===== src/rtl/bitorder_pkg.sv =====
// rtl/bitorder_pkg.sv - shared types and helpers for the bit-order serializer
// State encoding, gap counter width and the parity helper.
package bitorder_pkg;

  typedef enum logic [1:0] {ST_IDLE, ST_SHIFT, ST_PAR, ST_GAP} ser_state_t;

  localparam int GAP_W     = 4;
  localparam int PAR_MAX_W = 64;

  // Callers zero-extend narrower words; zero bits do not change the parity.
  function automatic logic even_par(input logic [PAR_MAX_W-1:0] v);
    return ^v;
  endfunction

endpackage


===== src/rtl/vec_reverse.sv =====
// rtl/vec_reverse.sv - combinational bit reversal of a DATA_W-bit vector
module vec_reverse #(
  parameter int DATA_W = 8
) (
  input  logic [DATA_W-1:0] din,
  output logic [DATA_W-1:0] dout
);

  for (genvar i = 0; i < DATA_W; i++) begin : g_rev
    assign dout[i] = din[DATA_W-1-i];
  end

endmodule


===== src/rtl/bitorder_serializer.sv =====
// rtl/bitorder_serializer.sv - parallel-to-serial sender with per-word LSB/MSB-first order
// Optional parity bit after the data bits when PARITY_EN is defined.
module bitorder_serializer
  import bitorder_pkg::*;
#(
  parameter int DATA_W   = 8,
  parameter int IDLE_GAP = 1
) (
  input  logic              clk,
  input  logic              areset_n,
  input  logic [DATA_W-1:0] din,
  input  logic              din_valid,
  output logic              din_ready,
  input  logic              msb_first,
  output logic              sout,
  output logic              sout_valid,
  output logic              frame_start,
  output logic              frame_end
);

  localparam int CNT_W = $clog2(DATA_W + 1);
  localparam ser_state_t ST_AFTER_FRAME = (IDLE_GAP == 0) ? ST_IDLE : ST_GAP;

  ser_state_t        r_state, w_state_nxt;
  logic [DATA_W-1:0] r_shift, w_shift_nxt;
  logic [CNT_W-1:0]  r_cnt, w_cnt_nxt;
  logic [GAP_W-1:0]  r_gap, w_gap_nxt;
  logic              r_sout, w_sout_nxt;
  logic              r_valid, w_valid_nxt;
  logic              r_fs, w_fs_nxt;
  logic              r_fe, w_fe_nxt;
`ifdef PARITY_EN
  logic              r_par, w_par_nxt;
`endif

  logic [DATA_W-1:0] w_rev;
  logic [DATA_W-1:0] w_load;
  logic              w_accept;

  vec_reverse #(.DATA_W(DATA_W)) u_rev (
    .din  (din),
    .dout (w_rev)
  );

  // Reversing MSB-first words lets the shifter always emit bit 0 first.
  assign w_load    = msb_first ? w_rev : din;
  assign din_ready = (r_state == ST_IDLE);
  assign w_accept  = din_valid && din_ready;

  always_comb begin
    w_state_nxt = r_state;
    w_shift_nxt = r_shift;
    w_cnt_nxt   = r_cnt;
    w_gap_nxt   = '0;
    w_sout_nxt  = 1'b0;
    w_valid_nxt = 1'b0;
    w_fs_nxt    = 1'b0;
    w_fe_nxt    = 1'b0;
`ifdef PARITY_EN
    w_par_nxt   = r_par;
`endif
    case (r_state)
      ST_IDLE: begin
        if (w_accept) begin
          w_state_nxt = ST_SHIFT;
          w_shift_nxt = {1'b0, w_load[DATA_W-1:1]};
          w_cnt_nxt   = '0;
          w_sout_nxt  = w_load[0];
          w_valid_nxt = 1'b1;
          w_fs_nxt    = 1'b1;
`ifdef PARITY_EN
          w_par_nxt   = even_par(PAR_MAX_W'(din));
`endif
        end
      end
      ST_SHIFT: begin
        // r_cnt counts data bits already shown beyond the first one.
        if (r_cnt == CNT_W'(DATA_W - 1)) begin
`ifdef PARITY_EN
          w_state_nxt = ST_PAR;
          w_sout_nxt  = r_par;
          w_valid_nxt = 1'b1;
          w_fe_nxt    = 1'b1;
`else
          w_state_nxt = ST_AFTER_FRAME;
`endif
        end else begin
          w_sout_nxt  = r_shift[0];
          w_valid_nxt = 1'b1;
          w_shift_nxt = {1'b0, r_shift[DATA_W-1:1]};
          w_cnt_nxt   = r_cnt + CNT_W'(1);
`ifndef PARITY_EN
          w_fe_nxt    = (r_cnt == CNT_W'(DATA_W - 2));
`endif
        end
      end
      ST_PAR: begin
        w_state_nxt = ST_AFTER_FRAME;
      end
      ST_GAP: begin
        if (r_gap == GAP_W'(IDLE_GAP - 1)) begin
          w_state_nxt = ST_IDLE;
        end else begin
          w_gap_nxt = r_gap + GAP_W'(1);
        end
      end
      default: begin
        w_state_nxt = ST_IDLE;
      end
    endcase
  end

  always_ff @(posedge clk or negedge areset_n) begin
    if (!areset_n) begin
      r_state <= ST_IDLE;
      r_shift <= '0;
      r_cnt   <= '0;
      r_gap   <= '0;
      r_sout  <= 1'b0;
      r_valid <= 1'b0;
      r_fs    <= 1'b0;
      r_fe    <= 1'b0;
`ifdef PARITY_EN
      r_par   <= 1'b0;
`endif
    end else begin
      r_state <= w_state_nxt;
      r_shift <= w_shift_nxt;
      r_cnt   <= w_cnt_nxt;
      r_gap   <= w_gap_nxt;
      r_sout  <= w_sout_nxt;
      r_valid <= w_valid_nxt;
      r_fs    <= w_fs_nxt;
      r_fe    <= w_fe_nxt;
`ifdef PARITY_EN
      r_par   <= w_par_nxt;
`endif
    end
  end

  assign sout        = r_sout;
  assign sout_valid  = r_valid;
  assign frame_start = r_fs;
  assign frame_end   = r_fe;

endmodule

===== config.mk =====
export PLATFORM = sky130hd
export DESIGN_NAME = bitorder_serializer
export DESIGN_NICKNAME = d
export VERILOG_FILES = /design/src/rtl/bitorder_pkg.sv /design/src/rtl/vec_reverse.sv /design/src/rtl/bitorder_serializer.sv
export SDC_FILE = /design/constraint.sdc
export NUM_CORES = 1
export LEC_CHECK = 0
export BUFFER_PORTS_ARGS = -buffer_cell sky130_fd_sc_hd__buf_2
export CORE_MARGIN = 10
export CORE_UTILIZATION = 25
export CTS_CLUSTER_SIZE = 10
export DETAILED_ROUTE_END_ITERATION = 8
export SYNTH_ARGS = -nofsm -noshare
export SYNTH_HDL_FRONTEND = slang
export SYNTH_SLANG_ARGS = --single-unit

===== constraint.sdc =====
create_clock -name clk -period 1.3 [get_ports clk]
set_input_delay 0.13 -clock clk [delete_from_list [all_inputs] [get_ports clk]]
set_output_delay 0.13 -clock clk [all_outputs]
set_load 0.02 [all_outputs]

; Word level (Yosys, flattened, before mapping)
; Index checks and enable logic that the tools add are counted.
[totals]
output_inout_bits = 5
register_bits = 22
wordCells = 47
[op_classes]
n_eq_ne = 9
n_mux = 22
reduce_logical = 6
add_sub_neg = 2
[op_table]
columns = operator, n
row1 = 8-bit 2-to-1 mux, 3
row2 = 4-bit 2-to-1 mux, 4
row3 = 8-bit case mux with 2 select lines, 1
row4 = "4-bit by 1-bit adder with 4-bit output, second input constant", 2
row5 = "4-bit by 3-bit equality test with 1-bit output, second input constant", 2
row6 = 2-bit case mux with 4 select lines, 1
row7 = 4-bit case mux with 2 select lines, 1
row8 = 1-bit 2-to-1 mux, 7
row9 = 2-bit 2-to-1 mux, 3
row10 = "2-bit != test, second input constant", 3
row11 = 3-bit AND reduction, 2
row12 = "2-bit equality test, second input constant", 2
row13 = 4-bit zero test, 1
row14 = 1-bit case mux with 2 select lines, 2
row15 = "2-bit by 1-bit equality test with 1-bit output, second input constant", 1
row16 = 2-bit zero test, 1
row17 = "2-bit by 1-bit != test with 1-bit output, second input constant", 1
row18 = 2-bit nonzero test, 1
row19 = 1-bit logical AND, 1

; Logic depth before layout (Yosys ltp)
[logic_depth]
word_depth = 4
mapped_depth = 7

; By module
; A second synthesis with hierarchy kept.
[hier_totals]
cells_unflattened = 116
hier_area_um2 = 1233.7
[by_module_without_submodules]
columns = module, instances, area_per_inst_um2, cells_each, seq_area_each_um2
row1 = bitorder_serializer, 1, 1173.6, 108, 525.5
row2 = vec_reverse, 1, 60.1, 8, 0.0

; Worst setup path before layout
; Ideal clock, no wire load.
[synth_timing]
path_kind = register to register
startpoint = register r_state[0]
endpoint = register r_shift[1]
setup_time_ns = 0.136
arrival_ns = 1.387
path_stages_with_launch = 8
slack_ns = -0.223
required_ns = 1.164
cell_sequence = dfrtp_1 inv_1 ha_1 nand2b_1 o211ai_2 buf_6 nand2_1 o21ai_0
[synth_between]
elab_chain_len = 4
elab_cells_between_ends = 8
cone_classes = eq/ne: 3 / mux: 1 / reduce/logical: 4
[synth_lines]
columns = item, line
row1 = start: declaration, bitorder_serializer.sv:24  ; ser_state_t r_state, w_state_nxt;
row2 = start signal: assignment, bitorder_serializer.sv:127  ; r_state <= w_state_nxt;
row3 = 2-bit zero test (*), bitorder_serializer.sv:47  ; assign din_ready = (r_state == ST_IDLE);
row4 = net din_ready, bitorder_serializer.sv:13  ; output logic din_ready,
row5 = 1-bit logical AND, bitorder_serializer.sv:48  ; assign w_accept = din_valid && din_ready;
row6 = 2-bit by 1-bit != test with 1-bit output (no line), -
row7 = 3-bit AND reduction (no line), -
row8 = end signal: assignment, bitorder_serializer.sv:128  ; r_shift <= w_shift_nxt;
row9 = end: declaration, bitorder_serializer.sv:25  ; logic [DATA_W-1:0] r_shift, w_shift_nxt;
; The timed path passes the listed nets; every way through them passes the cells marked *.
; A chain may end at the register's enable or synchronous reset.

; Worst setup path after layout
[layout_timing]
startpoint = register r_gap[0]
endpoint = register r_state[1]
[layout_between]
elab_chain_len = 3
[layout_lines]
columns = item, line
row1 = start: declaration, bitorder_serializer.sv:27  ; logic [GAP_W-1:0] r_gap, w_gap_nxt;
row2 = start signal: assignment, bitorder_serializer.sv:130  ; r_gap <= w_gap_nxt;
row3 = 4-bit zero test, bitorder_serializer.sv:101  ; if (r_gap == GAP_W'(IDLE_GAP - 1)) begin
row4 = 2-bit != test (no line), -
row5 = 3-bit AND reduction (no line), -
; Every way passes these cells.

==> flow_summary.yaml <==
status:
  status: "finished, violations left"
  violations: "negative setup slack"
power:
  total_leakage_power_uw: 0.000808
  ir_drop_uv: 1050
  power.total_uw: 3280
  power_density_mw_per_mm2: 2050
hold_path:
  min_from: "din_valid"
  holdCritPathClass: "in2reg"
  holdPathEnd: "frame_start"
  hold_path_depth: 3
logic_synthesis:
  yosysTopAreaCellShare_pct: 46.1
  synth-simple-area-share_pct: 17.1
  async_flop_share_pct: 100
  yosysSeqAreaShare_pct: 46.1
  synth_seq_cells: 21
  synth_warnings: 0
  ys_top_cells_by_area: "dfrtp_1 46%, ha_1 8.8%, mux2i_1 7.9%, nand2_1 4.6%, a21oi_1 4.0%"
  synth_fp_nets: 132
  yosysTopAreaCell: "dfrtp_1"
  synthAdderAreaFrac_pct: 8.78
  avgSynthCellArea_um2: 10.2
  yosysMostFrequentCell: "dfrtp_1"
  syn_area_mm2: 0.00114
  synth_top_family_by_area: "simple AND/OR/NAND/NOR gates"
  muxShareOfSynthArea_pct: 9.22
  synth_compound_area_share_pct: 12.2
  synth_xor_area_share_pct: 1.54
  syn_inst: 112
  synth_cell_types: 27
  ys_top_cells_by_count: "21 x dfrtp_1, 14 x nand2_1"
  synth_ff_type: "dfrtp_1"
  synth_edf_count: 0
sta:
  rsz0062_at_grt: "true"
  finalMaxSlewViolations: 0
  finalCritPeriodShare_pct: 107
  hold_viol_final: 0
  fin_crit_ps: 1380
  fin_tns_setup_ps: -485
  final.hold.worst_slack_ps: 154
  fin_skew_ps: 5.49
  worst_pin_slew_ps: 482
  final.setup.worst_slack_ps: -84.9
  slew_headroom_pct: 67.9
  max_freq_mhz: 722
  finalSetupViolations: 15
detailed_routing:
  drt-initial-drc-count: 82
  vias: 972
  drtPass1Iterations: 4
  drc_errors: 0
  vias_per_cell: 4.74
  wirelength_um: 2670
  wl_per_cell_um: 13.0
  ant_nets: 0
critical_path:
  rrSetupSlack_ps: -80
  cp.required_ps: 1440
  r2r_end: "r_state[1]"
  r2r_start: "r_gap[0]"
  setup.worst_path.start: "r_gap[0]"
  cp.arrival_ps: 1530
  crit_type: "reg2reg"
  path_max_fanout: 2
  reg2regPathDepth: 6
  end_kind: "register"
  cp-start-kind: "register"
final_layout:
  diodes: 0
  drive_above_1_share_pct: 39.9
  fin_util_pct: 36.4
  nets: 174
  final_area_mm2: 0.00160
  areaGrowthSynthToFinish_pct: 40.2
clock_network:
  cts_buffer_depth: 2
  clkSinkCount: 21
  clock-root-buffer: "clkbuf_8"
  clkSlewWorstSetupHoldPaths_ps: 80
  clk_latency_ps: 260
  h-tree-depth: 1
  cts_tree: "built"
  cts_inserted_buffers: 3
placed_design:
  gp_congestion: 0.806
  hpwl_um: 1800
  place_area_mm2: 0.00138
  portBuffers: 16
floorplanning:
  dieArea_mm2: 0.00766
  rows: 24
  initial_core_util_pct: 26.0
  die_height_um: 87.5
  die_w_um: 87.5
  core_mm2: 0.00438
  ios: 17
grt:
  grt_start_max_net_pins: 22
  overflow: 0
  grt_use_total_pct: 7.13
  grt_pass1_wl_um: 4460
  grt_pass1_vias: 974
  antenna_found_initial: 0
flow_run:
  max-cap-violations: 0
[worst max path at each step]
| stage | endpoint | slack [ps] | cells past startpoint |
|---|---|---|---|
| 2_1_floorplan | r_state[1] | -70 | 6 |
| 3_3_place_gp | r_state[1] | -50 | 6 |
| 3_5_place_dp | r_state[1] | -90 | 6 |
| 4_1_cts | r_state[1] | -90 | 6 |
| 5_1_grt | r_cnt[0] | -170 | 7 |
| 6_report | r_state[1] | -80 | 6 |
[what timing repair did]
item / in CTS / in global routing
gates cloned: 2 / 0
hold endpoints to repair: 21 / 0
resized for setup: 16 / 5
setup buffers: 7 / 4
endpoints found under the setup margin: 15 / 17
hold buffers: 1 / 0
pin swaps: 7 / 10
[metrics by stage]
step                      instances  worst slack, ps
final                           205            -84.9
after global routing            205             -165
after CTS                       201            -89.3
after detailed placement        187            -92.1
after global placement          187            -50.8
after floorplan                 112            -66.1
[cells in the final DEF (no fill, tap or decap), drive strengths merged]
cell type	instances
a21o	1
a21oi	9
and2	2
buf	38
clkbuf	3
clkinv	1
dfrtp	21
dlygate4sd3	1
ha	8
inv	7
mux2	1
mux2i	9
nand2	15
nand2b	1
nand3	6
nand3b	1
nand4b	1
nor2	9
nor3	1
nor4b	1
o211ai	3
o21ai	9
o31ai	2
or2	1
xnor2	2
[flip-flops by register name, summed over array words and instances, names as in the netlist]
signal / count
r_state: 2
frame_start: 1
frame_end: 1
sout_valid: 1
r_shift: 7
r_gap: 4
sout: 1
r_cnt: 4
[power breakdown]
group          switching (uW)  internal (uW)
combinational             926            868
sequential                170            885
clock                     213            213
total                    1310           1970
[critical path, cell delays in order (launching register included)]
cell     delay (ps)
dfrtp_1         380
inv_1            60
ha_1            160
inv_2            50
o31ai_4         190
nand3_2         130
mux2_4          310
[cell type report]
class	instances	area, um^2
fill	444	2790
multi-input combinational	82	657
sequential	21	527
timing repair buffer	39	277
tap	52	65.1
clock buffer	3	41.3
inverter	7	26.3
clock inverter	1	5.00
[metal layers]
metal	vias to the layer above	global-route usage (%)	routed length [um]
li1	467	-	-
met1	464	8.39	1210
met2	39	11.3	1190
met3	2	3.65	258
met4	0	1.59	8
met5	-	0	0
[logic make-up (layout without fill, tap and decap cells)]
group / after synthesis / after routing
AND/OR/NAND/NOR: 38 / 38
flip-flops: 21 / 21
XOR/XNOR: 2 / 2
adder cells (fa/ha/maj): 8 / 8
buffers and inverters: 11 / 50
multiplexers: 10 / 10
AO/OA/AOI/OAI: 22 / 24
Power figures use the tool's default switching activity.
